$ cat src/rtl/lfsr_pkg.sv
// Shared definitions for the LFSR display demo control slice.
//   db_state_t        : key debouncer states
//   LFSR_DB_CYCLES    : default debounce length in clk cycles
//   LFSR_AUTO_PERIOD  : default auto-run step period in clk cycles
package lfsr_pkg;

    typedef enum logic [1:0] {
        IDLE      = 2'd0,
        PRESS_CHK = 2'd1,
        PRESSED   = 2'd2,
        REL_CHK   = 2'd3
    } db_state_t;

    localparam int LFSR_DB_CYCLES   = 20000;
    localparam int LFSR_AUTO_PERIOD = 1000000;

endpackage

$ cat src/rtl/lfsr_step_ctrl_debounce.sv
// key_debounce: two-flop synchroniser plus debounce FSM for one raw key.
// A press is accepted once the synchronised level has been high for
// DB_CYCLES consecutive checks after leaving IDLE; a release must likewise
// hold low before another press can be accepted. Exactly one press pulse is
// produced per accepted press, never while the key is held.
// Ports:
//   clk     in  system clock
//   rst     in  synchronous active-high reset
//   key_raw in  raw asynchronous key level (active-high)
//   press   out registered one-cycle pulse on an accepted press
module key_debounce
    import lfsr_pkg::*;
#(
    parameter int DB_CYCLES = LFSR_DB_CYCLES
) (
    input  logic clk,
    input  logic rst,
    input  logic key_raw,
    output logic press
);

    localparam int CW = (DB_CYCLES > 2) ? $clog2(DB_CYCLES) : 1;
    localparam logic [CW-1:0] LAST = CW'(DB_CYCLES - 1);

    logic [1:0]    sync_reg;
    logic          key_sync;
    db_state_t     state_reg, state_next;
    logic [CW-1:0] count_reg, count_next;
    logic          press_reg, press_next;

    assign key_sync = sync_reg[1];
    assign press    = press_reg;

    always_ff @(posedge clk) begin
        if (rst) begin
            sync_reg  <= 2'b00;
            state_reg <= IDLE;
            count_reg <= '0;
            press_reg <= 1'b0;
        end else begin
            sync_reg  <= {sync_reg[0], key_raw};
            state_reg <= state_next;
            count_reg <= count_next;
            press_reg <= press_next;
        end
    end

    always_comb begin
        state_next = state_reg;
        count_next = count_reg;
        press_next = 1'b0;
        unique case (state_reg)
            IDLE: begin
                if (key_sync) begin
                    state_next = PRESS_CHK;
                    count_next = '0;
                end
            end
            PRESS_CHK: begin
                // A drop back to 0 always abandons the check, even on the last count.
                if (!key_sync) begin
                    state_next = IDLE;
                end else if (count_reg == LAST) begin
                    state_next = PRESSED;
                    press_next = 1'b1;
                end else begin
                    count_next = count_reg + 1'b1;
                end
            end
            PRESSED: begin
                if (!key_sync) begin
                    state_next = REL_CHK;
                    count_next = '0;
                end
            end
            REL_CHK: begin
                // Bounce back high during release: still pressed, no new pulse.
                if (key_sync) begin
                    state_next = PRESSED;
                end else if (count_reg == LAST) begin
                    state_next = IDLE;
                end else begin
                    count_next = count_reg + 1'b1;
                end
            end
            default: state_next = IDLE;
        endcase
    end

endmodule

$ cat src/rtl/lfsr_step_ctrl.sv
// lfsr_step_ctrl: turns raw board keys into clean one-cycle load_en/shift_en
// strobes for the 8-bit LFSR shifter and counts the steps taken.
// Optional auto-run timer is compiled in when LFSR_AUTO_RUN_EN is defined.
// Ports:
//   clk      in  system clock
//   rst      in  synchronous active-high reset
//   btn_step in  raw key: request one LFSR step
//   btn_load in  raw key: request load of din
//   run_sw   in  raw switch: auto-run enable (unused without LFSR_AUTO_RUN_EN)
//   shift_en out one-cycle strobe: advance LFSR one step
//   load_en  out one-cycle strobe: load din into shifter
//   running  out high while auto-run is active
//   step_cnt out steps since last load/reset (wraps)
module lfsr_step_ctrl
    import lfsr_pkg::*;
#(
    parameter int DB_CYCLES   = LFSR_DB_CYCLES,
    parameter int AUTO_PERIOD = LFSR_AUTO_PERIOD,
    parameter int CNT_WIDTH   = 8
) (
    input  logic                 clk,
    input  logic                 rst,
    input  logic                 btn_step,
    input  logic                 btn_load,
    input  logic                 run_sw,
    output logic                 shift_en,
    output logic                 load_en,
    output logic                 running,
    output logic [CNT_WIDTH-1:0] step_cnt
);

    // Bit 0 = step key, bit 1 = load key.
    logic [1:0] key_raw;
    logic [1:0] key_press;
    logic       step_req;

    assign key_raw = {btn_load, btn_step};

    generate
        for (genvar gi = 0; gi < 2; gi++) begin : g_key
            key_debounce #(
                .DB_CYCLES(DB_CYCLES)
            ) u_debounce (
                .clk    (clk),
                .rst    (rst),
                .key_raw(key_raw[gi]),
                .press  (key_press[gi])
            );
        end
    endgenerate

`ifdef LFSR_AUTO_RUN_EN
    localparam int TW = (AUTO_PERIOD > 2) ? $clog2(AUTO_PERIOD) : 1;

    logic [1:0]    run_sync_reg;
    logic [TW-1:0] timer_reg, timer_next;
    logic          tick;

    assign running = run_sync_reg[1];
    assign tick    = running && (timer_reg == TW'(AUTO_PERIOD - 1));

    // Timer is held at 0 whenever auto-run is off, so a fresh run always
    // waits a full period and a falling run_sw leaves no trailing tick.
    always_comb begin
        timer_next = timer_reg + 1'b1;
        if (!running || load_en || tick) begin
            timer_next = '0;
        end
    end

    always_ff @(posedge clk) begin
        if (rst) begin
            run_sync_reg <= 2'b00;
            timer_reg    <= '0;
        end else begin
            run_sync_reg <= {run_sync_reg[0], run_sw};
            timer_reg    <= timer_next;
        end
    end

    // Manual presses are still debounced while running, just not used.
    assign step_req = running ? tick : key_press[0];
`else
    logic unused_inputs;
    assign unused_inputs = run_sw & (AUTO_PERIOD != 0);
    assign running       = 1'b0;
    assign step_req      = key_press[0];
`endif

    // Load has priority; a coincident step is dropped rather than deferred.
    assign load_en  = key_press[1];
    assign shift_en = step_req & ~key_press[1];

    logic [CNT_WIDTH-1:0] cnt_reg, cnt_next;

    assign step_cnt = cnt_reg;

    always_comb begin
        cnt_next = cnt_reg;
        if (load_en) begin
            cnt_next = '0;
        end else if (shift_en) begin
            cnt_next = cnt_reg + 1'b1;
        end
    end

    always_ff @(posedge clk) begin
        if (rst) begin
            cnt_reg <= '0;
        end else begin
            cnt_reg <= cnt_next;
        end
    end

endmodule

$ cat config.mk
export PLATFORM = sky130hd
export DESIGN_NAME = lfsr_step_ctrl
export DESIGN_NICKNAME = d
export VERILOG_FILES = /design/src/rtl/lfsr_pkg.sv /design/src/rtl/lfsr_step_ctrl_debounce.sv /design/src/rtl/lfsr_step_ctrl.sv
export SDC_FILE = /design/constraint.sdc
export NUM_CORES = 1
export LEC_CHECK = 0
export CAP_MARGIN = 20
export CELL_PAD_IN_SITES_DETAIL_PLACEMENT = 0
export CELL_PAD_IN_SITES_GLOBAL_PLACEMENT = 1
export CORE_UTILIZATION = 54
export CTS_BUF_LIST = sky130_fd_sc_hd__clkbuf_2
export CTS_CLUSTER_SIZE = 28
export DETAILED_ROUTE_END_ITERATION = 10
export DONT_BUFFER_PORTS = 1
export PLACE_DENSITY_LB_ADDON = 0.1
export SYNTH_ARGS = -nofsm -noshare
export SYNTH_HDL_FRONTEND = slang
export SYNTH_SLANG_ARGS = --single-unit
$ cat constraint.sdc
create_clock -name clk -period 3.3 [get_ports clk]
set_input_delay 0.66 -clock clk [delete_from_list [all_inputs] [get_ports clk]]
set_output_delay 0.66 -clock clk [all_outputs]
set_load 0.1 [all_outputs]
==> results list, run 1 <==
* Worst rel slew slack: 27.66%
- Once layout is complete, the cells apart from fillers number 321.
- In this run the cell area measured after placement is 2389 um^2.
- The die covers 4646 um^2.
- Post-CTS timing repair inserted 0 buffers for setup.
- Summed over all layers, the routed wires come to 4525 um.
* Worst slack, placed: 1.224 ns
* Power Density: 381.6 nW/um^2
* Post-cts resize count: 0
* Number of synthesis warnings: 0
- After synthesis, the mean cell area works out to 8.626 um^2.
- Gate Count Post-Synth: 274
- The tree is rooted in a clkbuf_2.
- Critical path launch point type: flop
* Number of ports placed on the die boundary: 16
- Once placement completed, the tool counted placed cells totaling 313.
- Via count of the routed design: 2,014
- Via-to-Cell Ratio: 6.274
- The smallest clock period supported by the final layout is computed as 2.183 ns.
* Wire length of the first global-routing pass: 7424 um
- The tree built by TritonCTS fans out to 48 sinks.
* Setup ws final: 1.117 ns
- Number of buffers created by CTS: 5
* Leakage: 0.7397 nW
* Total number of nets in the final design: 278
- The final-report max-slew violation count is 0.
- STA puts the critical path data arrival time at 1.52 ns.
* Largest register FFs: 30
- Counting distinct cell types in the post-synthesis netlist gives 45.
- After routing the design area is 2460 um^2.
- Endpoint kind of the worst setup timing path: output port
- Global-route usage over all layers: 21.13%
- When the netlist entered floorplanning its net count stood at 282.
- F_max: 458.1 MHz
- Total grt overflow: 0
* Routability-driven placement congestion ratio: 0.8092
- Antenna violations before repair: 0
* Main flop type after synthesis: dfxtp_1
* Filler cells: 409
- Dividing the detail-routed wire length by the instance count gives 14.10 um.
* Count of flip-flops with a built-in enable after synthesis: 0
- Outcome: completed
- At the pin with the least slew margin, the transition time is 1.084 ns.
- Register bit count reported by yosys: 48
- Share of synthesized registers carrying an async set or reset: 0%
* Hold-fix buffer count after cts: 0
- In this run the vertical extent of the chip is 68.16 um.
* Clock network latency to the later pin of the worst-skew pair: 0.42 ns
* Path class of the lowest-slack min-delay path: input pin to flop
- The critical path is of the flop to output port type.
- The area growth from synthesis to layout is 4.076%.
- Accumulated negative setup slack: 0 ns
- Cells with a size suffix above 1 make up 7.380% of the layout.
- Number of maximum-capacitance constraint violations: 0
- CTS H-tree depth: 2
- Initial Utilization: 57.43%
* Setup clock skew after layout: 0.01843 ns
- Critical path peak fanout: 7
- For this run, design rule violations remaining after detail routing come to 0.
* Maximum ir drop on the vdd rail: 245.7 uV
- After clock tree synthesis, the clock-pin slew on the worst setup and hold paths is 0.25 ns.
- Setup violations remaining at the end of the flow were counted as 0.
- The via count of the first global-routing pass came to 1,680.
- The longest clock path from root to sink contains 2 buffers.
* Site row count: 23
- DIE WIDTH: 68.16 um
- For this block, the initial DRC count from the detailed router was 94.
- Of the synthesized area, sequential elements account for 40.66%.
- Port buffering added 0 buffers.
- Entering global routing, the biggest net connects 31 pins.
* Number of nets still failing antenna checks after routing: 0
- Setup repair after global routing missed its margin: false
* Placeable Area: 4115 um^2
* Total count of hold-check failures in the final report: 0
* Critical Path RT: 2.64 ns
- The first detailed-routing pass ran for 5 iterations.
- Summing every instance area after synthesis gives 2364 um^2.
- CTS tree: done
* Antenna diodes: 0
- After legalization and detailed placement, the total HPWL measured 3088 um.
- Post-route fraction of the period consumed by the critical path: 66.15%
[final cells by class]
cell class / count / area (um^2) / share of cell area [%]
clock inverter: 3 / 46.29 / 1.882
sequential: 48 / 960.9 / 39.06
clock buffer: 5 / 25.02 / 1.017
multi-input combinational: 202 / 1301 / 52.90
tap: 50 / 62.56 / 2.543
timing repair buffer: 4 / 30.03 / 1.221
inverter: 9 / 33.78 / 1.373
[cells in the mapped netlist (all sizes together) (3+ instances only)]
master,instances,share of area [%]
a21oi,20,4.2
o21a,3,0.95
and4,3,1.1
ha,3,1.6
a21o,3,1.3
buf,5,1.4
o211ai,4,1.3
o31ai,13,4.1
nand2,17,2.7
mux2i,3,1.3
or3,4,1.1
inv,9,1.4
and3,4,1.1
nor2b,5,1.3
nor4,6,1.9
or4,16,5.2
clkbuf,10,1.6
nand4,11,2.9
a31oi,10,2.6
nor3,9,1.9
nor2,12,1.9
dfxtp,48,41
nand3,15,3.2
o21ai,8,1.7
nor4b,6,2.2
xor2,5,1.9
o31a,3,1.1
xnor2,6,2.2
[path summary, 6_finish.rpt]
kind                            cells past startpoint                                             end                                        from  slack (ns)
worst min-delay path                                1                                            flop                                         rst        0.26
worst max register to register                      4  g_key[1].u_debounce.count_reg[11]$_SDFFE_PP0P_  g_key[1].u_debounce.sync_reg[1]$_SDFF_PP0_        1.18
worst max-delay path                                0                                     step_cnt[3]                    step_cnt[3]$_SDFFE_PP0P_        1.12
worst min register to register                      1      g_key[1].u_debounce.sync_reg[1]$_SDFF_PP0_  g_key[1].u_debounce.sync_reg[0]$_SDFF_PP0_        0.44
[placed cells by master, fill, tap and decap left out, types with 3 or more instances in the layout]
cell      synthesis  routed
dfxtp_1          48      48
a21oi_1          20      20
nand2_1          17      17
nand3_1          15      15
or4_1            15      15
o31ai_1          13      13
nor2_1           12      12
nand4_1          11      11
a31oi_1          10      10
inv_1             9       9
nor3_1            9       9
xnor2_1           6       6
nor4b_1           6       6
xor2_1            5       5
nor4_1            5       5
clkbuf_2          0       5
o211ai_1          4       4
o21ai_0           4       4
or3_1             4       4
o21ai_1           4       4
and3_1            4       4
nor2b_1           5       4
buf_4             1       4
mux2i_1           3       3
and4_1            3       3
o31a_1            3       3
o21a_1            3       3
ha_1              3       3
[cells by family (layout without fill, tap and decap cells)]
| logic type | after synthesis | in the layout | share of synthesized area (%) |
|---|---|---|---|
| other | 1 | 1 | 0.1587 |
| buffers and inverters | 24 | 21 | 4.394 |
| AND/OR/NAND/NOR | 120 | 120 | 30.55 |
| AO/OA/AOI/OAI | 64 | 64 | 17.31 |
| adder cells (fa/ha/maj) | 3 | 3 | 1.588 |
| multiplexers | 3 | 3 | 1.271 |
| flip-flops | 48 | 48 | 40.66 |
| XOR/XNOR | 11 | 11 | 4.076 |
[power breakdown]
group,leakage [nW],internal (mW),total [mW],switching [mW]
combinational,0.313,0.00706,0.0254,0.0183
clock,0.0396,0.131,0.326,0.196
sequential,0.387,0.585,0.587,0.00210
[routing by layer]
layer / track usage (%) / vias up / wire [um]
met3: 6.500 / 4 / 135
met1: 25.46 / 953 / 2124
met5: 0 / - / 0
met4: 5.729 / 0 / 44
met2: 36.03 / 24 / 2220
li1: - / 1033 / -
[per-stage QoR]
stage                     hold slack (ns)  total power, mW  util (%)
final                              0.2609           0.9387     59.78
after global routing               0.1974           0.9782     59.78
after CTS                          0.2415           0.9514     59.78
after detailed placement           0.4294           0.6233     58.04
after global placement             0.4183           0.6231     58.04
after floorplan                    0.4138           0.6223         -
Note: power is estimated with default switching activity, not from simulation.
==> run 2, diff against run 1 <==
--- a/config.mk
+++ b/config.mk
@@ -8,7 +8,7 @@
 export CAP_MARGIN = 20
 export CELL_PAD_IN_SITES_DETAIL_PLACEMENT = 0
 export CELL_PAD_IN_SITES_GLOBAL_PLACEMENT = 1
-export CORE_UTILIZATION = 54
+export CORE_UTILIZATION = 50
 export CTS_BUF_LIST = sky130_fd_sc_hd__clkbuf_2
 export CTS_CLUSTER_SIZE = 28
 export DETAILED_ROUTE_END_ITERATION = 10
==> constraint.sdc (replaced) <==
create_clock -name clk -period 2.2 [get_ports clk]
set_input_delay 0.44 -clock clk [delete_from_list [all_inputs] [get_ports clk]]
set_output_delay 0.44 -clock clk [all_outputs]
set_load 0.1 [all_outputs]
==> run 2 against run 1 <==
- setup slack lost 0.93 ns
- sequential share of layout area decreased by 1.9 points
- register-to-register slack got worse by 1.0 ns
- largest cell class unchanged
- final area up 5.2%
- non-clock buffer count is 18 higher
- critical endpoint is now g_key[0].u_debounce.count_reg[8]$_SDFFE_PP0P_
- the run now ends with design-rule violations left
- critical path depth is 4 higher
- cell count is 6.2% higher
==> results list, run 2 (synthesis gave the netlist of run 1 again) <==
- Outcome: finished with violations
- Violated checks: design-rule violations
- The clock slew seen by the registers of the worst setup and hold paths was 0.23 ns (-0.02 ns).
* Wire length of the first global-routing pass: 8783 um (+18%)
- Number of nets still failing antenna checks after routing: 0 (unchanged)
- The final layout net count is 296 (+6.5%).
* Bufs on Longest Clock Path: 2 (unchanged)
- Via-to-Cell Ratio: 6.050 (-3.6%)
- Endpoint kind of the worst setup timing path: flop
- The final core area utilization was 58.22% (-1.6 points).
- The sum of net half-perimeters after detailed placement is 3314 um (+7.3%).
* Crit path capture: g_key[0].u_debounce.count_reg[8]$_SDFFE_PP0P_
- Max-slew violation count: 0 (unchanged)
- Worst slack, placed: 0.2147 ns (-1.010 ns)
* Post-route total power: 1.275 mW (+36%)
- The number of sinks handled by clock tree synthesis came to 48 (unchanged).
- Port buffer count: 0 (unchanged)
* Setup clock skew after layout: 0.01397 ns (-0.004460 ns)
- The routability congestion estimate was 0.7427 (-8.2%).
- Maximum ir drop on the vdd rail: 260.3 uV (+5.9%)
- The worst hold path stage count is 1 (unchanged).
- The area occupied by registers is 960.9 um^2 (unchanged).
* Critical path launch point type: flop
* F_max: 495.9 MHz
- The number of violations reported at the end of detailed-routing iteration 0 was 76 (-19%).
- Site row count: 24 (+4.3%)
- The vias after detailed routing came to 2,063 (+2.4%).
- Number of DRC violations after detailed routing: 2 (+2)
* Setup repair after global routing missed its margin: false
- The total routing resource utilization after global routing is 21.43% (+0.30 points).
* Filler cells: 435 (+6.4%)
- The die span in x came to 70.76 um (+3.8%).
- The clock latency on the worst-skew pair was 0.42 ns (about the same).
* Accumulated negative setup slack: 0 ns (unchanged)
- Detailed-route wire length: 4777 um (+5.6%)
- CTS tree: done
* Critical Path RT: 2.57 ns (-0.07 ns)
* Path class of the lowest-slack min-delay path: input pin to flop
* Largest register FFs: 30 (unchanged)
- Critical path peak fanout: 9 (+2)
- The worst slew slack as a fraction of its limit came to 65.10% (+37 points).
- Antenna violations before repair: 0 (unchanged)
- The floorplan core area was 4444 um^2 (+8.0%).
* Setup violation total in the final timing report: 0 (unchanged)
- The final count of hold timing violations came to 0 (unchanged).
- The total clock buffers created by CTS was 5 (unchanged).
* First drt pass iteration count: 7 (+2)
* Total die area: 5006 um^2 (+7.8%)
- Post-cts resize count: 0 (unchanged)
- Power Density: 492.8 nW/um^2 (+29%)
- Setup ws final: 0.1834 ns (-0.9336 ns)
- Commonest cells after routing, fill and taps aside: 48 x dfxtp_1, 20 x a21oi_1, 20 x buf_4
- Leaving out fill and tap cells, the most frequent cell in the layout is dfxtp_1.
- WL per Instance: 14.01 um (-0.62%)
- The depth of the CTS H-tree is 2 (unchanged).
- The max capacitance violation total was 0 (unchanged).
- Area grow syn2layout: 9.476%
* Leakage: 0.8225 nW (+11%)
* Critical setup path kind: flop to flop
* Buffer cell driving the clock tree root: clkbuf_2
- The aggregate global routing overflow came to 0 (unchanged).
- Placed instance count: 332 (+6.1%)
- In the finished design, the share of the clock period the worst path needs comes to 91.66%.
* Register-to-register setup slack: 0.18 ns (-1.00 ns)
* Fraction of layout instances using a drive strength above 1: 12.46% (+5.1 points)
- Reg2reg start: g_key[0].u_debounce.count_reg[12]$_SDFFE_PP0P_
- The most critical setup path has its startpoint at g_key[0].u_debounce.count_reg[12]$_SDFFE_PP0P_.
- Antenna diodes: 0 (unchanged)
- The worst-margin pin slew came to 0.5198 ns (-0.5638 ns).
- Number of ports placed on the die boundary: 16 (unchanged)
- Number of global-route vias before repair: 1,921 (+14%)
- The worst reg2reg path depth was 4 (unchanged).
* Worst Path Arrival: 2.38 ns (+0.86 ns)
- The initial core utilization was 53.18% (-4.3 points).
- Number of cells in the finished layout apart from fillers: 341 (+6.2%)
- The largest net degree at the start of global routing is 21 (-32%).
- Die outline height: 70.76 um (+3.8%)
- The worst path in the final design needs a cycle of 2.017 ns, including I/O delays and setup.
- In this run the critical register-to-register path is captured at g_key[0].u_debounce.count_reg[8]$_SDFFE_PP0P_.
- The area of the multi-input gates came to 1306 um^2 (+0.38%).
## run 2: changes by cell type in the layout (fill, tap and decap cells not counted)
cell           previous run  this run
buf_4                     4        20
buf_12                    0         1
bufinv_16                 1         0
clkbuf_2                  5         6
clkinv_1                  0         1
dlygate4sd3_1             0         1
inv_6                     1         0
nor2b_2                   1         0
nor2b_4                   0         1
## run 2: how the worst min path moves through the flow
stage                                                          start                                            end  slack (ns)
after global routing                                             rst                                           flop       0.007
after CTS                                                        rst  g_key[1].u_debounce.count_reg[0]$_SDFFE_PP0P_        0.02
after floorplan           g_key[0].u_debounce.sync_reg[0]$_SDFF_PP0_     g_key[0].u_debounce.sync_reg[1]$_SDFF_PP0_        0.41
after global placement    g_key[0].u_debounce.sync_reg[0]$_SDFF_PP0_     g_key[0].u_debounce.sync_reg[1]$_SDFF_PP0_        0.42
final                                                            rst     g_key[1].u_debounce.sync_reg[0]$_SDFF_PP0_        0.04
after detailed placement  g_key[0].u_debounce.sync_reg[0]$_SDFF_PP0_     g_key[0].u_debounce.sync_reg[1]$_SDFF_PP0_        0.44
## run 2: stage by stage
step                      cell area, um^2  hold slack (ns)
after floorplan                      2371           0.4138
after global placement               2536           0.4187
after global routing                 2587         0.006914
after detailed placement             2536           0.4407
after CTS                            2577          0.02466
final                                2587          0.04373
## run 2: timing repair
| action | 4_1_cts | 5_1_grt |
|---|---|---|
| hold buffers | 0 | 1 |
| buffers inserted | 0 | 0 |
| hold endpoints to repair | 0 | 1 |
## run 2: critical path, stage by stage (launching register included)
cell	delay, ns
dfxtp_1	0.40
or4b_4	0.56
or4_4	0.55
a21o_4	0.28
a31oi_1	0.17
## run 2: final cells by class
class / count / area share (%)
sequential: 48 / 37.14
tap: 52 / 2.515
clock buffer: 6 / 1.161
multi-input combinational: 202 / 50.48
inverter: 9 / 1.306
timing repair buffer: 22 / 6.963
clock inverter: 2 / 0.4352
## run 2: power breakdown
group / internal (mW) / switching [mW] / leakage (nW)
combinational: 0.0126 / 0.0288 / 0.408
clock: 0.0792 / 0.275 / 0.0266
sequential: 0.877 / 0.00315 / 0.387
## run 2: layer usage
metal	vias to the layer above	track usage [%]	part of all wire [%]
li1	1063	-	-
met1	972	27.03	46
met2	22	36.54	50
met3	6	4.274	2.7
met4	0	7.556	1.4
met5	-	0	0
